`src/rtl/benes_route_ctrl_if.sv`:
```
// Bundle of issue, configuration and crossbar-control signals for the
// Benes route-configuration controller. The master side is the requester /
// configuration agent, the slave side is the controller itself.
interface benes_route_ctrl_if #(
    parameter int SIZE = 32,
    parameter int NCFG = 4
);
    localparam int TAGWIDTH = $clog2(SIZE);
    localparam int STAGES   = 2 * TAGWIDTH - 1;
    localparam int HALF     = SIZE / 2;
    localparam int SEL_W    = $clog2(NCFG);
    localparam int STAGE_W  = (STAGES > 1) ? $clog2(STAGES) : 1;

    logic                     in_valid;
    logic [SEL_W-1:0]         in_sel;
    logic                     in_ready;
    logic                     cfg_wr_en;
    logic [SEL_W-1:0]         cfg_slot;
    logic [STAGE_W-1:0]       cfg_stage;
    logic [HALF-1:0]          cfg_word;
    logic                     cfg_clr;
    logic [NCFG-1:0]          slot_valid;
    logic [STAGES*HALF-1:0]   control_bit;
    logic                     out_valid;
    logic [SEL_W-1:0]         out_sel;
    logic                     err;

    modport master (
        output in_valid, in_sel, cfg_wr_en, cfg_slot, cfg_stage, cfg_word, cfg_clr,
        input  in_ready, slot_valid, control_bit, out_valid, out_sel, err
    );

    modport slave (
        input  in_valid, in_sel, cfg_wr_en, cfg_slot, cfg_stage, cfg_word, cfg_clr,
        output in_ready, slot_valid, control_bit, out_valid, out_sel, err
    );
endinterface

```
`src/rtl/benes_route_ctrl.sv`:
```
// Route-configuration controller for a pipelined SIZE-port Benes crossbar.
// Holds NCFG preloaded permutations (STAGES words of HALF switch bits each)
// and, for every accepted transfer, presents each stage's switch word in the
// cycle the transfer's data sits in that stage. Each in-flight transfer
// carries its own snapshot of the remaining stage words, so table rewrites
// after acceptance never disturb it.
module benes_route_ctrl #(
    parameter int SIZE = 32,
    parameter int NCFG = 4
) (
    input logic               clk,
    input logic               rst_n,
    benes_route_ctrl_if.slave bus
);
    localparam int TAGWIDTH = $clog2(SIZE);
    localparam int STAGES   = 2 * TAGWIDTH - 1;
    localparam int HALF     = SIZE / 2;
    localparam int SEL_W    = $clog2(NCFG);

    logic [STAGES*HALF-1:0] table_q [NCFG];
    logic [STAGES-1:0]      mask_q  [NCFG];
    logic                   ready_q;
    logic                   err_q;
    logic [NCFG-1:0]        slot_valid;
    logic                   blocked;
    logic                   issue;
    logic                   accept;
    logic                   reject;
    logic                   stage_ok;
    logic [STAGES*HALF-1:0] row;

    assign stage_ok = int'(bus.cfg_stage) < STAGES;

    // Permutation table and loaded masks; a clear on the same slot overrides a write.
    always_ff @(posedge clk or negedge rst_n) begin
        if (!rst_n) begin
            for (int n = 0; n < NCFG; n++) begin
                table_q[n] <= '0;
                mask_q[n]  <= '0;
            end
        end else begin
            if (bus.cfg_wr_en && stage_ok) begin
                table_q[bus.cfg_slot][bus.cfg_stage*HALF +: HALF] <= bus.cfg_word;
                mask_q[bus.cfg_slot][bus.cfg_stage]               <= 1'b1;
            end
            if (bus.cfg_clr) begin
                mask_q[bus.cfg_slot] <= '0;
            end
        end
    end

    // A slot is usable only once every stage word has been loaded.
    always_comb begin
        slot_valid = '0;
        for (int n = 0; n < NCFG; n++) begin
            slot_valid[n] = &mask_q[n];
        end
    end

    // Issue is refused while the selected slot is being edited this cycle.
    always_comb begin
        blocked = (bus.cfg_wr_en || bus.cfg_clr) && (bus.cfg_slot == bus.in_sel);
        issue   = bus.in_valid && ready_q && !blocked;
        accept  = issue && slot_valid[bus.in_sel];
        reject  = issue && !slot_valid[bus.in_sel];
        row     = table_q[bus.in_sel];
    end

    // in_ready comes up on the first edge after reset release; err flags a rejected issue.
    always_ff @(posedge clk or negedge rst_n) begin
        if (!rst_n) begin
            ready_q <= 1'b0;
            err_q   <= 1'b0;
        end else begin
            ready_q <= 1'b1;
            err_q   <= reject;
        end
    end

    assign bus.in_ready   = ready_q && !blocked;
    assign bus.err        = err_q;
    assign bus.slot_valid = slot_valid;

    // Crossbar stage 0 is unregistered, so its bits come straight from the table.
    assign bus.control_bit[HALF-1:0] = accept ? row[HALF-1:0] : '0;

    generate
        if (STAGES == 1) begin : g_comb
            assign bus.out_valid = accept;
            assign bus.out_sel   = bus.in_sel;
        end else begin : g_pipe
            for (genvar s = 1; s < STAGES; s++) begin : g_stage
                logic                       v;
                logic [SEL_W-1:0]           sel;
                logic [(STAGES-s)*HALF-1:0] snap;

                if (s == 1) begin : g_first
                    // Capture the accepted transfer with its stage 1..STAGES-1 words.
                    always_ff @(posedge clk or negedge rst_n) begin
                        if (!rst_n) begin
                            v    <= 1'b0;
                            sel  <= '0;
                            snap <= '0;
                        end else begin
                            v    <= accept;
                            sel  <= bus.in_sel;
                            snap <= row[STAGES*HALF-1:HALF];
                        end
                    end
                end else begin : g_next
                    // Advance one stage, dropping the word the previous stage consumed.
                    always_ff @(posedge clk or negedge rst_n) begin
                        if (!rst_n) begin
                            v    <= 1'b0;
                            sel  <= '0;
                            snap <= '0;
                        end else begin
                            v    <= g_stage[s-1].v;
                            sel  <= g_stage[s-1].sel;
                            snap <= g_stage[s-1].snap[(STAGES-s+1)*HALF-1:HALF];
                        end
                    end
                end

                assign bus.control_bit[s*HALF +: HALF] = v ? snap[HALF-1:0] : '0;
            end

            assign bus.out_valid = g_stage[STAGES-1].v;
            assign bus.out_sel   = g_stage[STAGES-1].sel;
        end
    endgenerate
endmodule

```
`src/flat_wrapper.sv`:
```
// flat-port wrapper written by rule: the top's interface ports become plain ports
module benes_route_ctrl_flat 
#(
    parameter int SIZE = 32,
    parameter int NCFG = 4
)
  (clk, rst_n, bus_in_valid, bus_in_sel, bus_cfg_wr_en, bus_cfg_slot, bus_cfg_stage, bus_cfg_word, bus_cfg_clr, bus_in_ready, bus_slot_valid, bus_control_bit, bus_out_valid, bus_out_sel, bus_err);
  benes_route_ctrl_if #(.SIZE(SIZE), .NCFG(NCFG)) bus_i ();
  input logic clk;
  input logic rst_n;
  input wire logic [$bits(bus_i.in_valid)-1:0] bus_in_valid;
  input wire logic [$bits(bus_i.in_sel)-1:0] bus_in_sel;
  input wire logic [$bits(bus_i.cfg_wr_en)-1:0] bus_cfg_wr_en;
  input wire logic [$bits(bus_i.cfg_slot)-1:0] bus_cfg_slot;
  input wire logic [$bits(bus_i.cfg_stage)-1:0] bus_cfg_stage;
  input wire logic [$bits(bus_i.cfg_word)-1:0] bus_cfg_word;
  input wire logic [$bits(bus_i.cfg_clr)-1:0] bus_cfg_clr;
  output wire logic [$bits(bus_i.in_ready)-1:0] bus_in_ready;
  output wire logic [$bits(bus_i.slot_valid)-1:0] bus_slot_valid;
  output wire logic [$bits(bus_i.control_bit)-1:0] bus_control_bit;
  output wire logic [$bits(bus_i.out_valid)-1:0] bus_out_valid;
  output wire logic [$bits(bus_i.out_sel)-1:0] bus_out_sel;
  output wire logic [$bits(bus_i.err)-1:0] bus_err;
  assign bus_i.in_valid = bus_in_valid;
  assign bus_i.in_sel = bus_in_sel;
  assign bus_i.cfg_wr_en = bus_cfg_wr_en;
  assign bus_i.cfg_slot = bus_cfg_slot;
  assign bus_i.cfg_stage = bus_cfg_stage;
  assign bus_i.cfg_word = bus_cfg_word;
  assign bus_i.cfg_clr = bus_cfg_clr;
  assign bus_in_ready = bus_i.in_ready;
  assign bus_slot_valid = bus_i.slot_valid;
  assign bus_control_bit = bus_i.control_bit;
  assign bus_out_valid = bus_i.out_valid;
  assign bus_out_sel = bus_i.out_sel;
  assign bus_err = bus_i.err;
  benes_route_ctrl #(.SIZE(SIZE), .NCFG(NCFG)) u_core (.clk(clk), .rst_n(rst_n), .bus(bus_i));
endmodule
```
`config.mk`:
```
export PLATFORM = sky130hd
export DESIGN_NAME = benes_route_ctrl_flat
export DESIGN_NICKNAME = d
export VERILOG_FILES = /design/src/rtl/benes_route_ctrl_if.sv /design/src/rtl/benes_route_ctrl.sv /design/src/flat_wrapper.sv
export SDC_FILE = /design/constraint.sdc
export NUM_CORES = 1
export LEC_CHECK = 0
export ABC_AREA = 0
export CAP_MARGIN = 40
export CORE_UTILIZATION = 54
export DETAILED_ROUTE_END_ITERATION = 8
export PLACE_DENSITY = 0.78
export SLEW_MARGIN = 5
export SYNTH_ARGS = -nofsm -noshare
export SYNTH_HDL_FRONTEND = slang
export SYNTH_SLANG_ARGS = --single-unit
```
`constraint.sdc`:
```
create_clock -name clk -period 3.39 [get_ports clk]
set_input_delay 1.017 -clock clk [delete_from_list [all_inputs] [get_ports clk]]
set_output_delay 1.017 -clock clk [all_outputs]
set_load 0.1 [all_outputs]
```
After elaboration in Yosys (flattened, before gate mapping) --
Cells that the tools add are included. Widths: inputs -> output; s select.
Storage, ports and cells: register bits after elaboration 1214, input bits 29, word-level logic and storage cells 91
Operators by class: $add $sub $neg 1, order comparisons 7, equal/unequal tests 1, shift-type cells 2, multiplexer cells 25, bitwise gates (word level) 5, reductions and logical operators 16
Operators by type and width (number):
- $bwmux 576 | 1
- $mux 144 | 3
- $bmux 144 s2 | 1
- $demux 144 s2 | 1
- $mux 16 | 9
- $shift 16x34->144 const A | 1
- $shiftx 16x34->144 | 1
- $mux 36 | 2
- $and 36x36->36 | 1
- $demux 9 s2 | 2
- $not 36->36 | 1
- $or 36x36->36 | 1
- $reduce_and 9->1 | 4
- $neg 8->34 | 1
- $mux 9 | 2
- $logic_and 1x1->1 | 9
- $ge 3x3->1 const B | 2
- $not 2->3 | 2
- $lt 4x5->1 const B | 1
- $demux 1 s4 | 1
- $ge 4x1->1 const B | 1
- $lt 4x4->1 const B | 1
- $lt 2x3->1 const B | 1
- $lt 3x1->1 const B | 1
- other kinds (5) | 7

Logic depth before layout (Yosys ltp) --
depth in word-level cells 10, depth in mapped cells 10

Least setup slack after synthesis --
No wires, ideal clock.
path type in2out, start input bus_cfg_slot[1], end output bus_control_bit[10], data arrival time 2.744 ns, required time 2.373 ns, path slack -0.371 ns, cell stages on the path 6, buffers on the path 2, cell sequence clkbuf_1 -> xnor2_1 -> o211ai_1 -> and3_1 -> clkbuf_1 -> and3_1
On the way: longest elaborated chain between the ends 6
Ends and longest elaborated chain:
- start, declared | RTL line flat_wrapper.sv:14 | input wire logic [$bits(bus_i.cfg_slot)-1:0] bus_cfg_slot;
- $eq 2x2->1 | RTL line benes_route_ctrl.sv:62 | blocked = (bus.cfg_wr_en || bus.cfg_clr) && (bus.cfg_slot == bus.in_sel);
- $logic_and 1x1->1 | RTL line benes_route_ctrl.sv:62
- $logic_not 1->1 | RTL line benes_route_ctrl.sv:63 | issue = bus.in_valid && ready_q && !blocked;
- $logic_and 1x1->1 | RTL line benes_route_ctrl.sv:63
- $logic_and 1x1->1 | RTL line benes_route_ctrl.sv:64 | accept = issue && slot_valid[bus.in_sel];
- $mux 16 | RTL line benes_route_ctrl.sv:85 | assign bus.control_bit[HALF-1:0] = accept ? row[HALF-1:0] : '0;
- end, declared | RTL line flat_wrapper.sv:20 | output wire logic [$bits(bus_i.control_bit)-1:0] bus_control_bit;
No other way between the ends.

Final worst setup path --
start register u_core.mask_q[16] (netlist bit), end output bus_control_bit[7]
On the way: longest elaborated chain between the ends 5
Ends and longest elaborated chain:
- start, declared | RTL line benes_route_ctrl.sv:21 | logic [STAGES-1:0] mask_q [NCFG];
- start signal, assigned by index | RTL line benes_route_ctrl.sv:39 | mask_q[n] <= '0;
- start signal, assigned by index | RTL line benes_route_ctrl.sv:44 | mask_q[bus.cfg_slot][bus.cfg_stage] <= 1'b1;
- start signal, assigned by index | RTL line benes_route_ctrl.sv:47 | mask_q[bus.cfg_slot] <= '0;
- $reduce_and 9->1 | RTL line benes_route_ctrl.sv:56 | slot_valid[n] = &mask_q[n];
- $bmux 1 s2 | RTL line benes_route_ctrl.sv:64
- $mux 1 (not written as such) | RTL line benes_route_ctrl.sv:64
- $logic_and 1x1->1 | RTL line benes_route_ctrl.sv:64
- $mux 16 | RTL line benes_route_ctrl.sv:85
No other way between the ends. The select of a mux whose other input is x is not followed.

==> results.toml <==
[floorplanning]
num_io_pins = 182
fp.dieArea_um2 = 82730
core.rowCount = 104
die_y_um = 287.6
initial_core_util = 0.5461
die_w_um = 287.6
floorplan.core_area_um2 = 80680

[sta]
finalMaxSlewViolations = 0
final.min_clock_period_ps = 3477
fin_crit_sh = 1.026
totalNegativeSetupSlack_ps = -1092
worst-slew-pin-transition_ps = 949.2
setup_ws_ps = -86.68
rsz_0062_raised_after_global_routing = "yes"
finalSetupViolations = 16
timing.max_slew.rel_slack = 0.3652
max_freq_mhz = 287.6
skew_ps = 23.22
final-hold-violation-count = 0

[outcome]
run_status = "finished with violations"
failing_checks = "design-rule violations, negative setup slack"

[synth]
avg_cell_area_syn_um2 = 15.99
ys.warnings.count = 0
synth_top_cells_by_area = "sky130_fd_sc_hd__dfrtp_1 (69%), sky130_fd_sc_hd__mux4_2 (7.4%), sky130_fd_sc_hd__mux2_2 (7.0%)"
number_of_flops_mapped_to_enable_cells_by_yosys = 0
syn-instance-count = 2756
area_fraction_of_the_dominant_cell_type_after_synthesis = 0.6896
synth_seq_area_share = 0.6896
synth-async-reset-ratio = 1.000
netlist.top_cell.by_area = "sky130_fd_sc_hd__dfrtp_1"
yosys.cell_types.count = 56
synth_flop_cell = "sky130_fd_sc_hd__dfrtp_1"
syn_area_um2 = 44050
synth-seq-cells = 1214
synth.net_count = 2790

[power_and_ir_drop]
cell_area_power_density_nw_per_um2 = 561.4
ir_drop_uv = 460.9
p_leak_nw = 26.28

[critical_path]
startpoint_type = "register"
reg2reg_slack_ps = 1590
cp.arrival_ps = 2460
cp_max_fo = 17
r2r_cells = 6
path_class = "register to output pin"
cp_data_required_time_ps = 2370
end_kind = "output pin"
regToRegEndpoint = "u_core.g_pipe.g_stage[1].v$_DFF_PN0_"
timing.rr.start = "u_core.mask_q[16]$_DFF_PN0_"

[clock_network]
cts_tree = "yes"
clk_pin_slew_ps = 60
ctsHoldBuffers = 0
clk_path_buf_depth = 3
cts_num_sinks = 1214
cts_made_buffers = 114
clock_insertion_delay_at_the_later_pin_of_the_skew_report_ps = 690
h_tree_levels = 3
cts_root_buf = "sky130_fd_sc_hd__clkbuf_16"

[global_routing]
grt_pass1_wl_um = 157500
met2_usage = 0.4035
grt_antenna_before_repair = 5
vias_in_the_first_global_route = 26900
groute.layer.met1.usage = 0.3351
grt_util_met3 = 0.05428
grt.total_usage = 0.2501
largest_net_degree_at_the_start_of_global_routing = 127
grt.overflow.total = 0
global_route.peak_usage_layer = "met2"

[cells_and_area]
register_area_um2 = 30380
fill_cells = 5414
post_route_cells_drive_above_1_share = 0.3551
multi_input_comb_area_um2 = 12940
area_growth_syn_to_layout_pct = 19.24
design.final.nets = 3123
final_design_area_no_fill_um2 = 52530

[worst_hold_path]
min_path_type = "input port to async pin"

[routing]
drcViolationCount = 52
post_drt_via_cell_ratio = 5.812
drt_first_pass_iters = 7
drtIter0Drc = 2095
postRouteWirelength_um = 100300
drtAntennaViolNets = 0
overall_via_count_from_detail_route = 24680
wl_per_cell_um = 23.61

[place]
post_dp_cell_area_um2 = 48490
detailedPlacementHpwl_um = 62110
io_buffers = 181
place_worst_setup_slack_ps = -237.1
gp_congestion = 0.8112

[run]
max_cap_viol_count = 0
-- metrics by stage --
stage / utilization / cells / hold slack [ps] / power, mW
3_3_place_gp: 0.6000 / 4024 / 332.0 / 16.71
6_report: 0.6511 / 4246 / 279.6 / 29.49
5_1_grt: 0.6511 / 4245 / 269.8 / 30.49
2_1_floorplan: - / 2756 / 331.2 / 15.98
3_5_place_dp: 0.6010 / 4027 / 334.7 / 16.81
4_1_cts: 0.6509 / 4243 / 264.1 / 29.75
-- cell usage in the layout (no fill, tap or decap), types with 16 or more instances in the layout --
cell type,instances
sky130_fd_sc_hd__nor3_1,16
sky130_fd_sc_hd__mux2_2,272
sky130_fd_sc_hd__nand2_1,60
sky130_fd_sc_hd__dfrtp_1,1214
sky130_fd_sc_hd__buf_4,279
sky130_fd_sc_hd__a21o_1,17
sky130_fd_sc_hd__buf_12,74
sky130_fd_sc_hd__clkbuf_1,26
sky130_fd_sc_hd__nor2_1,67
sky130_fd_sc_hd__clkbuf_8,28
sky130_fd_sc_hd__clkbuf_16,116
sky130_fd_sc_hd__a21oi_1,16
sky130_fd_sc_hd__o21ai_1,18
sky130_fd_sc_hd__mux4_2,144
sky130_fd_sc_hd__clkdlybuf4s50_1,21
sky130_fd_sc_hd__and2_1,138
sky130_fd_sc_hd__mux2_4,100
sky130_fd_sc_hd__clkinv_2,19
sky130_fd_sc_hd__and3_4,17
sky130_fd_sc_hd__o21ai_0,335
sky130_fd_sc_hd__and3_1,35
-- flip-flops by register name, indices dropped and copies added, names as in the netlist, named ones only --
| signal | count |
|---|---|
| u_core.table_q | 576 |
| u_core.bus.out_sel | 2 |
| u_core.mask_q | 28 |
| u_core.g_pipe.g_stage.snap | 576 |
| u_core.g_pipe.g_stage.sel | 14 |
| u_core.g_pipe.g_stage.v | 7 |
| u_core.bus.err | 1 |
| u_core.bus.out_valid | 1 |
| u_core.ready_q | 1 |
-- per-layer routing --
metal	wire, um	part of all wire
met1	40230	0.40
met2	49860	0.50
met3	6963	0.069
met4	3199	0.032
met5	0	0
-- how the worst max path moves through the flow --
| stage | cells past startpoint | start | slack [ps] | end |
|---|---|---|---|---|
| after floorplan | 6 | bus_cfg_slot[1] | -150 | bus_control_bit[10] |
| after global routing | 6 | register | -120 | bus_control_bit[7] |
| after CTS | 6 | u_core.mask_q[23]$_DFF_PN0_ | -100 | bus_control_bit[0] |
| final | 6 | u_core.mask_q[16]$_DFF_PN0_ | -90 | bus_control_bit[7] |
| after detailed placement | 7 | bus_cfg_slot[1] | -240 | bus_control_bit[9] |
| after global placement | 7 | bus_cfg_slot[0] | -270 | bus_control_bit[7] |
-- cell type report --
| class | count | area share |
|---|---|---|
| Inverter | 3 | 0.0002144 |
| Timing Repair Buffer | 386 | 0.07584 |
| Tap cell | 1060 | 0.02525 |
| Clock buffer | 170 | 0.06445 |
| Multi-Input combinational cell | 1370 | 0.2464 |
| Sequential cell | 1214 | 0.5783 |
| Clock inverter | 42 | 0.009480 |
| Antenna cell | 1 | 0.00004764 |
-- critical path, cell delays in order, from the launching register on --
cell and delay [ps]:
sky130_fd_sc_hd__dfrtp_1 390, sky130_fd_sc_hd__nand4_1 230, sky130_fd_sc_hd__nor4_2 80, sky130_fd_sc_hd__or4_4 500
sky130_fd_sc_hd__buf_12 190, sky130_fd_sc_hd__and3_4 190, sky130_fd_sc_hd__buf_12 160
-- where the power goes --
part / internal [mW] / switching (mW) / total [mW]
clock: 7.52 / 5.40 / 12.9
combinational: 0.553 / 0.905 / 1.46
sequential: 14.9 / 0.187 / 15.1
total: 23.0 / 6.49 / 29.5
-- cells in the mapped netlist (19+ instances only) --
library cell and count:
sky130_fd_sc_hd__dfrtp_1 1214, sky130_fd_sc_hd__o21ai_0 335, sky130_fd_sc_hd__mux2_2 272, sky130_fd_sc_hd__mux4_2 144
sky130_fd_sc_hd__and2_1 138, sky130_fd_sc_hd__mux2_4 100, sky130_fd_sc_hd__clkbuf_1 99, sky130_fd_sc_hd__nor2_1 67
sky130_fd_sc_hd__nand2_1 60, sky130_fd_sc_hd__and3_1 52, sky130_fd_sc_hd__buf_2 33, sky130_fd_sc_hd__buf_6 23
sky130_fd_sc_hd__nor3_1 20, sky130_fd_sc_hd__o21ai_1 19
-- timing repair --
item | 4_1_cts | 5_1_grt
endpoints found under the setup margin | 16 | 16
pin swaps | 5 | 5
endpoints found under the hold margin | 0 | 0
setup buffers | 2 | 3
gates cloned | 2 | 0
gates resized for setup | 27 | 6
-- cell families (layout without fill, tap and decap cells) --
logic type | count (synthesis) | count (layout) | share of synthesized area
AO/OA/AOI/OAI | 419 | 419 | 0.05109
XOR/XNOR | 2 | 2 | 0.0003977
adder cells (fa/ha/maj) | 5 | 5 | 0.001420
buffers and inverters | 172 | 601 | 0.02082
flip-flops | 1214 | 1214 | 0.6896
multiplexers | 526 | 526 | 0.1798
other | 1 | 2 | 0.00008512
AND/OR/NAND/NOR | 417 | 417 | 0.05683
Note: power is estimated with default switching activity, not from simulation.
